### src/rtl/switch_allocator.sv
// Switch allocator for a 5-port router: one round-robin arbiter per output
// column, atomic multicast grants, registered grant/crossbar control, and
// optional per-output downstream credit tracking.
// Optional feature macro: SWITCH_ALLOCATOR_CREDIT_EN (credit counters,
// credit gating of outputs, sticky credit_err). Without it every output is
// always eligible and credit_in is ignored.
// Port indices follow the router.vh direction definitions; fallbacks below
// keep this file self-contained when router.vh is not pulled in first.

`ifndef DIRECTION
  `define DIRECTION 5
`endif
`ifndef DIR_LOCAL
  `define DIR_LOCAL 0
`endif
`ifndef DIR_NW
  `define DIR_NW 1
`endif
`ifndef DIR_NE
  `define DIR_NE 2
`endif
`ifndef DIR_SE
  `define DIR_SE 3
`endif
`ifndef DIR_SW
  `define DIR_SW 4
`endif

module switch_allocator #(
  parameter int CREDIT_DEPTH = 4
) (
  input  logic                                clk,
  input  logic                                rst,
  input  logic [`DIRECTION*`DIRECTION-1:0]    sa_req,
  input  logic [`DIRECTION-1:0]               credit_in,
  output logic [`DIRECTION-1:0]               sa_grant,
  output logic [`DIRECTION*`DIRECTION-1:0]    st_ctrl_out,
  output logic                                credit_err
);

  localparam int N  = `DIRECTION;
  localparam int PW = $clog2(N);

  logic [N-1:0]  req_m [N];    // filtered request rows, req_m[input][output]
  logic [PW-1:0] ptr [N];      // round-robin pointer per output column
  logic [N-1:0]  out_ok;       // output may be arbitrated this cycle
  logic [N-1:0]  win_valid;
  logic [PW-1:0] win [N];      // arbiter winner per output column
  logic [N-1:0]  grant_next;
  logic [N-1:0]  out_used;     // output carries a grant registered this edge

  // Candidate index (base + k) mod N without a divider.
  function automatic logic [PW-1:0] rr_index(input logic [PW-1:0] base, input int k);
    logic [PW:0] s;
    s = {1'b0, base} + (PW+1)'(k);
    return (s >= (PW+1)'(N)) ? PW'(s - (PW+1)'(N)) : PW'(s);
  endfunction

  // Split request rows and drop the illegal LOCAL->LOCAL bit.
  always_comb begin
    for (int i = 0; i < N; i++) req_m[i] = sa_req[i*N +: N];
    req_m[`DIR_LOCAL][`DIR_LOCAL] = 1'b0;
  end

  // Per-output round-robin search from the pointer; inputs granted this cycle sit out.
  // NOTE: every combinational output gets a default before any conditional assignment, so no latch is inferred.
  always_comb begin
    win_valid = '0;
    for (int o = 0; o < N; o++) begin
      win[o] = '0;
      for (int k = 0; k < N; k++) begin
        if (!win_valid[o] && out_ok[o] &&
            req_m[rr_index(ptr[o], k)][o] && !sa_grant[rr_index(ptr[o], k)]) begin
          win_valid[o] = 1'b1;
          win[o]       = rr_index(ptr[o], k);
        end
      end
    end
  end

  // An input is granted only when it wins every output in its mask.
  always_comb begin
    out_used = '0;
    for (int i = 0; i < N; i++) begin
      grant_next[i] = (req_m[i] != '0) && !sa_grant[i];
      for (int o = 0; o < N; o++) begin
        if (req_m[i][o] && !(win_valid[o] && win[o] == PW'(i))) grant_next[i] = 1'b0;
      end
    end
    for (int o = 0; o < N; o++) begin
      for (int i = 0; i < N; i++) begin
        if (grant_next[i] && req_m[i][o]) out_used[o] = 1'b1;
      end
    end
  end

  // Register grants and crossbar control; reset clears them without a clock.
  // NOTE: sequential state uses non-blocking assignments so all registers update from pre-edge values.
  always_ff @(posedge clk or posedge rst) begin
    if (rst) begin
      sa_grant    <= '0;
      st_ctrl_out <= '0;
    end else begin
      sa_grant <= grant_next;
      for (int i = 0; i < N; i++) begin
        st_ctrl_out[i*N +: N] <= grant_next[i] ? req_m[i] : '0;
      end
    end
  end

  // Move a column's pointer past its winner only when that winner was granted.
  always_ff @(posedge clk or posedge rst) begin
    if (rst) begin
      for (int o = 0; o < N; o++) ptr[o] <= PW'(`DIR_LOCAL);
    end else begin
      for (int o = 0; o < N; o++) begin
        if (win_valid[o] && grant_next[win[o]]) begin
          ptr[o] <= (win[o] == PW'(N-1)) ? '0 : win[o] + 1'b1;
        end
      end
    end
  end

`ifdef SWITCH_ALLOCATOR_CREDIT_EN
  localparam int CW = $clog2(CREDIT_DEPTH+1);

  logic [CW-1:0] credit_cnt [N];

  // Outputs with no downstream slot are not arbitrated.
  always_comb begin
    for (int o = 0; o < N; o++) out_ok[o] = (credit_cnt[o] != '0);
  end

  // Credit counters: consume on grant, refill on credit_in, saturate and flag overflow.
  // NOTE: the counter array is reset explicitly because its start value is architectural.
  always_ff @(posedge clk or posedge rst) begin
    if (rst) begin
      for (int o = 0; o < N; o++) credit_cnt[o] <= CW'(CREDIT_DEPTH);
      credit_err <= 1'b0;
    end else begin
      for (int o = 0; o < N; o++) begin
        case ({out_used[o], credit_in[o]})
          2'b10:   credit_cnt[o] <= credit_cnt[o] - 1'b1;
          2'b01: begin
            if (credit_cnt[o] == CW'(CREDIT_DEPTH)) credit_err <= 1'b1;
            else                                     credit_cnt[o] <= credit_cnt[o] + 1'b1;
          end
          default: credit_cnt[o] <= credit_cnt[o];
        endcase
      end
    end
  end
`else
  localparam int unused_credit_depth = CREDIT_DEPTH;
  logic unused_credit_in;

  assign out_ok           = '1;
  assign credit_err       = 1'b0;
  assign unused_credit_in = ^{credit_in, out_used};
`endif

endmodule
### config.mk
export PLATFORM = sky130hd
export DESIGN_NAME = switch_allocator
export DESIGN_NICKNAME = d
export VERILOG_FILES = /design/src/rtl/switch_allocator.sv
export SDC_FILE = /design/constraint.sdc
export NUM_CORES = 1
export LEC_CHECK = 0
export CAP_MARGIN = 10
export CORE_MARGIN = 5
export CORE_UTILIZATION = 56
export CTS_CLUSTER_DIAMETER = 40
export DETAILED_ROUTE_END_ITERATION = 10
export PLACE_DENSITY = 0.8
export SLEW_MARGIN = 10
export SYNTH_ARGS = -nofsm -noshare
export SYNTH_HDL_FRONTEND = slang
export SYNTH_SLANG_ARGS = --single-unit
### constraint.sdc
create_clock -name clk -period 6 [get_ports clk]
set_input_delay 1.2 -clock clk [delete_from_list [all_inputs] [get_ports clk]]
set_output_delay 1.2 -clock clk [all_outputs]
set_load 0.01 [all_outputs]
==> results of run 1 <==
## repair_timing
item | CTS | global route
gates resized for setup | 0 | 5
endpoints found under the setup margin | 0 | 10
endpoints found under the hold margin | 0 | 0
setup buffers | 0 | 0
## state kept, by name, summed over array words and instances, names as in the netlist
register and flops:
st_ctrl_out 24, ptr 15, sa_grant 5
## final cells by class
cell class	count	share of cell area (%)
clock buffer	5	1.27
clock inverter	3	0.471
inverter	65	2.48
multi-input combinational	899	70.1
sequential	44	11.2
tap	188	2.39
timing repair buffer	140	12.1
## through the flow
stage	setup WS, ps	cell area, µm²	util [%]	setup TNS (ps)	hold slack [ps]
2_1_floorplan	168	8560	-	0	704
3_3_place_gp	-33.5	9650	63.9	-74.1	644
3_5_place_dp	-128	9650	63.9	-711	647
4_1_cts	177	9820	65.1	0	661
5_1_grt	18.6	9830	65.2	0	715
6_report	184	9830	65.2	0	656
## cell usage in the layout, fill, tap and decap left out, types with 23 or more instances in the layout
cell type                         count
sky130_fd_sc_hd__o21ai_0             37
sky130_fd_sc_hd__buf_4               86
sky130_fd_sc_hd__nand2_1             65
sky130_fd_sc_hd__ha_1                62
sky130_fd_sc_hd__inv_1               57
sky130_fd_sc_hd__nor3_1              26
sky130_fd_sc_hd__nand2b_1            33
sky130_fd_sc_hd__nor2b_1             38
sky130_fd_sc_hd__mux2i_1             34
sky130_fd_sc_hd__a21oi_1             46
sky130_fd_sc_hd__dfrtp_1             44
sky130_fd_sc_hd__o211ai_1            23
sky130_fd_sc_hd__clkdlybuf4s50_1     54
sky130_fd_sc_hd__nor2_1              62
## routing by layer
layer	routed length, µm	share of wire [%]	vias up	global-route usage (%)
li1	-	-	4218	-
met1	11400	43	4249	39.7
met2	12200	45	496	47.2
met3	2330	8.7	82	3.85
met4	876	3.3	0	9.89
met5	0	0	-	0
## final timing paths
| path | end | slack (ps) | depth (start not counted) |
|---|---|---|---|
| worst min register to register | ptr[0] | 660 | 2 |
| worst min-delay path | ptr[0] | 660 | 2 |
| worst max register to register | ptr[1] | 280 | 21 |
| max in group asynchronous | sa_grant[0] | 3930 | 2 |
| min in group asynchronous | st_ctrl_out[15] | 1440 | 2 |
| worst max-delay path | ptr[1] | 180 | 18 |
## cells by family after synthesis
| kind of cell | after synthesis |
|---|---|
| AND/OR/NAND/NOR | 406 |
| AO/OA/AOI/OAI | 339 |
| buffers and inverters | 117 |
| adder cells (fa/ha/maj) | 68 |
| multiplexers | 61 |
| flip-flops | 44 |
| XOR/XNOR | 23 |
| other | 1 |
## critical path, delay by kind of cell
kind	cells	cell delay (ps)
simple gates	6	2060
compound gates	7	1550
buf+inv	2	570
mux	1	320
fa+ha+maj	2	310
==> results.md, run 1 <==
- RSZ-0062 raised after global routing: false
- Number of pins exceeding their max-slew limit in the final report: 0
- Overall die area: 0.0179 mm²
- Count of mapped cells out of synthesis: 1,059
- Vertical die dimension: 134 µm
- Max-Slew Margin vs Limit: 33.6%
- Largest family of logic cells by synthesized area: compound AO/OA/AOI/OAI gates
- Final setup vio count: 0
- Wire length of the first global-routing pass: 42.8 mm
- Residual overflow from global routing: 0
- Area occupied by multi-input gates: 0.00690 mm²
- Number of hold buffers added after CTS: 0
- Filler cell count in the final layout: 1,344
- Worst setup EP type: flip-flop
- Cell total after placement: 1,336
- Clock Pin Slew Worst Setup and Hold Paths: 70 ps
- List of most frequent post-synthesis cells: sky130_fd_sc_hd__nand2_1 (65), sky130_fd_sc_hd__ha_1 (62), sky130_fd_sc_hd__nor2_1 (62), sky130_fd_sc_hd__inv_1 (58), sky130_fd_sc_hd__a21oi_1 (46)
- Clock tree buffer depth: 2
- Number of DRC violations after detailed-routing iteration 0: 1,172
- Simple-Gate Fraction of Synth Area: 27.7%
- Count of warnings emitted by yosys: 0
- Mean cell area of the mapped netlist: 8.08 µm²
- Adder and majority gate portion of the synthesized area: 10.4%
- Mean number of vias per cell: 6.73
- Primary flip-flop cell chosen by synthesis mapping: sky130_fd_sc_hd__dfrtp_1
- Synth top area share: 12.9%
- Number of antenna violations at the first check in global routing: 0
- Clock tree skew after final layout: 6.88 ps
- Via total after detailed routing: 9,045
- Transition time of the tightest slew-check pin: 995 ps
- Most frequent CP cell: sky130_fd_sc_hd__ha_1
- Run status: complete, no violations
- Final Critical Period: 5820 ps
- Die outline width: 134 µm
- Buffer type at the clock tree root: sky130_fd_sc_hd__clkbuf_16
- Hold WC Path Type: flip-flop to flip-flop
- Number of synthesized flops with an enable pin: 0
- Source of the critical timing path: sa_req[16]
- Area leader, netlist: sky130_fd_sc_hd__dfrtp_1
- Pin count of the biggest net entering global routing: 45
- Number of port buffers: 54
- Layout Cells excl Fill: 1,344
- Length of the first detailed-routing pass in iterations: 6
- Number of buffers created by CTS: 5
- Initial Utilization: 56.7%
- Yosys reg bits: 44
- Crit-path max cell delay: 520 ps
- H-tree depth: 2
- Xor/xnor cell area share of the yosys netlist: 2.35%
- Achievable Freq: 0.172 GHz
- DP HPWL: 20.4 mm
- Routed wire length: 26.8 mm
- Boundary pin count: 63
- Rows: 45
- P&R area growth vs syn: 14.9%
- Crit path arrival time: 6000 ps
- Storage element area: 0.00110 mm²
- Critical R2R Launch: ptr[10]
- Clock insertion delay at the later pin of the skew report: 310 ps
- GRT Overall Usage: 29.0%
- Std-Cell Core Area: 0.0151 mm²
- Fraction of the mapped netlist area in compound gates: 31.3%
- DRC Markers: 0
- Tcrit/Tclk final: 96.9%
- Clock tree from TritonCTS: yes
- Post-detailed-route wirelength per cell: 20.0 µm
- Kind of critical path: input pin to flip-flop
- Number of library cell types mapped by synthesis: 124
- Dominant cells by area after synthesis: sky130_fd_sc_hd__dfrtp_1 (13%), sky130_fd_sc_hd__ha_1 (9.1%), sky130_fd_sc_hd__mux2i_1 (4.0%)
- Worst-path cell chain: clkdlybuf4s50_1, or3b_2, and4_1, a211o_4, or4b_1, a311oi_2, a21o_1, ha_1, ha_1, inv_1, a222oi_1, o211ai_1, a221oi_1, and2_2, and2_1, a211oi_1, or4_4, mux2_4
- Combined area of all synthesized cells: 0.00856 mm²
- Vias in the first global route: 8,402
- Slowest cell on the critical path: sky130_fd_sc_hd__clkdlybuf4s50_1
- Final hold violations: 0
- Proportion of synthesized area in mux cells: 8.61%
- Share of layout cells above drive strength 1: 17.0%
- Sequential area share after synthesis: 12.9%
- Max-cap violations: 0
- Routed Antenna Nets: 0
- Type of element launching the critical path: input pin
- Origin of the worst min-delay path: ptr[0]
- Required time reported for the critical path endpoint: 6190 ps
- Global placer's final weighted congestion: 0.993
- Number of antenna cells inserted: 0
- Layout net count: 1,254
- Cell with the most instances after synthesis: sky130_fd_sc_hd__nand2_1
- Largest fanout on the critical path: 3
- Proportion of register bits with asynchronous set or reset after synthesis: 100%
- Clock Sinks: 44
Power of run 1 is left out: the tool's default activity adds up to more than one toggle a clock period on the data nets, which glitch-free logic cannot reach.
==> run 2, diff against run 1 <==
- ABC_AREA: default -> 1
- CORE_UTILIZATION: 56 -> 55
- SLEW_MARGIN: 10 -> default
==> run 2 against run 1 <==
Compared with the run above:
- via count is 13% lower
- die area is 13% lower
- clock skew hardly changed
- first-iteration DRC count is 39% lower
- synthesized cell count is 15% higher
- fmax is 13% higher
- critical endpoint is now ptr[6]
- area after synthesis is 15% lower
- largest cell class unchanged
- cell area is 18% lower
- worst setup slack better by 650 ps
- critical path depth is 7 higher
- worst hold slack better by 7.1 ps
==> results.md, run 2 <==
- Run status: complete, no violations
- Type of element launching the critical path: flip-flop
- Number of buffers created by CTS: 5
- Global placer's final weighted congestion: 0.916
- Fraction of the mapped netlist area in compound gates: 11.0%
- Overall die area: 0.0156 mm²
- Cell with the most instances after synthesis: sky130_fd_sc_hd__nand2_1
- Clock tree buffer depth: 2
- R2r setup slk: 840 ps
- Capturing point of the worst reg2reg path: ptr[6]
- Worst setup EP type: flip-flop
- Worst Hold End: ptr[4]
- P&R area growth vs syn: 11.6%
- Critical R2R Launch: ptr[0]
- Number of port buffers: 54
- Number of antenna cells inserted: 0
- Routed Antenna Nets: 0
- Worst r2r path cells: 25
- Mean number of vias per cell: 5.45
- Primary flip-flop cell chosen by synthesis mapping: sky130_fd_sc_hd__dfrtp_1
- Mean cell area of the mapped netlist: 5.97 µm²
- Die outline width: 125 µm
- Via total after detailed routing: 7,866
- Proportion of register bits with asynchronous set or reset after synthesis: 100%
- Setup TNS: 0 ps
- Largest fanout on the critical path: 16
- Origin of the worst min-delay path: ptr[4]
- Wire length of the first global-routing pass: 33.4 mm
- Count of warnings emitted by yosys: 0
- Number of library cell types mapped by synthesis: 51
- Initial Utilization: 55.4%
- Max-cap violations: 0
- Tcrit/Tclk final: 86.0%
- Yosys reg bits: 44
- Filler cell count in the final layout: 1,251
- Number of resized instances in the post-cts repair step: 0
- Proportion of synthesized area in mux cells: 0%
- H-tree depth: 2
- Crit path arrival time: 5390 ps
- Kind of critical path: flip-flop to flip-flop
- Achievable Freq: 0.194 GHz
- Adder and majority gate portion of the synthesized area: 12.1%
- Leading cell types in the layout, fill and taps excluded: sky130_fd_sc_hd__nand2_1 (391), sky130_fd_sc_hd__inv_1 (189), sky130_fd_sc_hd__nand3_1 (138), sky130_fd_sc_hd__nor2_1 (87), sky130_fd_sc_hd__ha_1 (62)
- RSZ-0062 raised after global routing: false
- Residual overflow from global routing: 0
- Number of antenna violations at the first check in global routing: 0
- DRC Markers: 0
- Largest family of logic cells by synthesized area: simple AND/OR/NAND/NOR gates
- Length of the first detailed-routing pass in iterations: 6
- Clock Pin Slew Worst Setup and Hold Paths: 60 ps
- Top flop regs: st_ctrl_out (24), ptr (15), sa_grant (5)
- Xor/xnor cell area share of the yosys netlist: 1.57%
- Transition time of the tightest slew-check pin: 938 ps
- List of most frequent post-synthesis cells: sky130_fd_sc_hd__nand2_1 (391), sky130_fd_sc_hd__inv_1 (190), sky130_fd_sc_hd__nand3_1 (138), sky130_fd_sc_hd__nor2_1 (87), sky130_fd_sc_hd__ha_1 (62)
- Dominant cells by area after synthesis: sky130_fd_sc_hd__nand2_1 (20%), sky130_fd_sc_hd__dfrtp_1 (15%), sky130_fd_sc_hd__ha_1 (11%)
- Register with the most flip-flops: st_ctrl_out
- Share of layout cells above drive strength 1: 9.00%
- Vertical die dimension: 125 µm
- Post-detailed-route wirelength per cell: 13.7 µm
- Final Critical Period: 5160 ps
- Std-Cell Core Area: 0.0131 mm²
- Max-Slew Margin vs Limit: 37.3%
- Number of DRC violations after detailed-routing iteration 0: 719
- Rows: 42
- Simple-Gate Fraction of Synth Area: 48.6%
- Boundary pin count: 63
- Number of synthesized flops with an enable pin: 0
- Flip-flop count of the largest register, all copies and words added: 24
- Synth top area share: 20.2%
- Combined area of all synthesized cells: 0.00725 mm²
- Layout net count: 1,365
- Number of buffers inserted to repair setup after CTS: 0
- Most common library cell in the layout ignoring fill and taps: sky130_fd_sc_hd__nand2_1
- Worst hold path cell count: 2
- Buffer type at the clock tree root: sky130_fd_sc_hd__clkbuf_16
- Sequential area share after synthesis: 15.2%
- Number of pins exceeding their max-slew limit in the final report: 0
- Number of hold buffers added after CTS: 0
- Count of mapped cells out of synthesis: 1,214
- GRT Overall Usage: 25.2%
- Vias in the first global route: 7,225
- Final hold violations: 0
- Final setup vio count: 0
- Clock tree skew after final layout: 6.61 ps
- DP HPWL: 16.1 mm
- Routed wire length: 19.8 mm
- Clock tree from TritonCTS: yes
- Area leader, netlist: sky130_fd_sc_hd__nand2_1
- Pin count of the biggest net entering global routing: 45
- Clock Sinks: 44
- Clock insertion delay at the later pin of the skew report: 290 ps
- Required time reported for the critical path endpoint: 6230 ps
- Hold WC Path Type: flip-flop to flip-flop
run 2: area by class of cell:
type / instances / area (µm²) / share of cell area [%]
well taps: 176 / 220 / 2.72
multi-input cells: 958 / 5320 / 65.7
inverters: 202 / 758 / 9.37
clock inverters: 1 / 7.51 / 0.0927
repair buffers: 55 / 548 / 6.77
clock buffers: 7 / 143 / 1.76
flip-flops and latches: 44 / 1100 / 13.6
run 2: stage by stage:
step | hold slack (ps) | utilization (%) | instances | setup WS (ps) | cell area (µm²)
after global placement | 659 | 60.7 | 1435 | 771 | 7950
after CTS | 673 | 61.9 | 1443 | 864 | 8100
after global routing | 724 | 61.9 | 1443 | 339 | 8100
after floorplan | 588 | - | 1215 | 2080 | 7260
final | 663 | 61.9 | 1443 | 838 | 8100
after detailed placement | 662 | 60.7 | 1435 | 768 | 7950
run 2: cells by family (layout without fill, tap and decap cells):
family / Yosys count / after routing
buffers and inverters: 213 / 265
flip-flops: 44 / 44
XOR/XNOR: 13 / 13
other: 1 / 2
adder cells (fa/ha/maj): 67 / 67
AO/OA/AOI/OAI: 124 / 124
AND/OR/NAND/NOR: 752 / 752
run 2: worst max path at each step:
stage                     startpoint     end  slack, ps  cells after the start
after floorplan               ptr[6]  ptr[2]       2080                     35
final                         ptr[0]  ptr[6]        840                     25
after CTS                     ptr[0]  ptr[6]        860                     25
after detailed placement  sa_req[11]  ptr[6]        770                     27
after global placement     sa_req[4]  ptr[6]        770                     31
after global routing          ptr[0]  ptr[6]        340                     25
run 2: per-layer routing:
| layer | track usage (%) | vias up | part of all wire (%) |
|---|---|---|---|
| met5 | 0 | - | 0 |
| met4 | 7.21 | 0 | 2.1 |
| met3 | 3.34 | 39 | 5.5 |
| met2 | 43.7 | 235 | 48 |
| met1 | 32.7 | 3587 | 44 |
| li1 | - | 4005 | - |
run 2: critical path, cell delays in order (launching register included):
cell	delay (ps)
sky130_fd_sc_hd__dfrtp_1	720
sky130_fd_sc_hd__inv_2	210
sky130_fd_sc_hd__ha_1	280
sky130_fd_sc_hd__ha_1	350
sky130_fd_sc_hd__or2_2	290
sky130_fd_sc_hd__o21ai_0	370
sky130_fd_sc_hd__o21ai_0	150
sky130_fd_sc_hd__nand3_1	210
sky130_fd_sc_hd__nand4_2	200
sky130_fd_sc_hd__o21ai_1	490
sky130_fd_sc_hd__inv_1	160
sky130_fd_sc_hd__ha_1	220
sky130_fd_sc_hd__ha_1	170
sky130_fd_sc_hd__nand2_1	60
sky130_fd_sc_hd__nand2_1	40
sky130_fd_sc_hd__nand3_1	70
sky130_fd_sc_hd__nor2_1	40
sky130_fd_sc_hd__nand2_1	400
sky130_fd_sc_hd__o21ai_0	140
sky130_fd_sc_hd__inv_1	70
sky130_fd_sc_hd__nand2_1	50
sky130_fd_sc_hd__nand2_1	60
sky130_fd_sc_hd__nand2_1	100
sky130_fd_sc_hd__nand2_2	100
sky130_fd_sc_hd__nand2_1	60
sky130_fd_sc_hd__nand2_1	80
Power of run 2 is left out for the same reason.
==> run 3, diff against run 2 <==
- SKIP_CTS_REPAIR_TIMING: default -> 1
==> results of run 3 <==
The final DEF is identical to that of run 2; final timing and power are the same.
Power of run 3 is left out for the same reason.
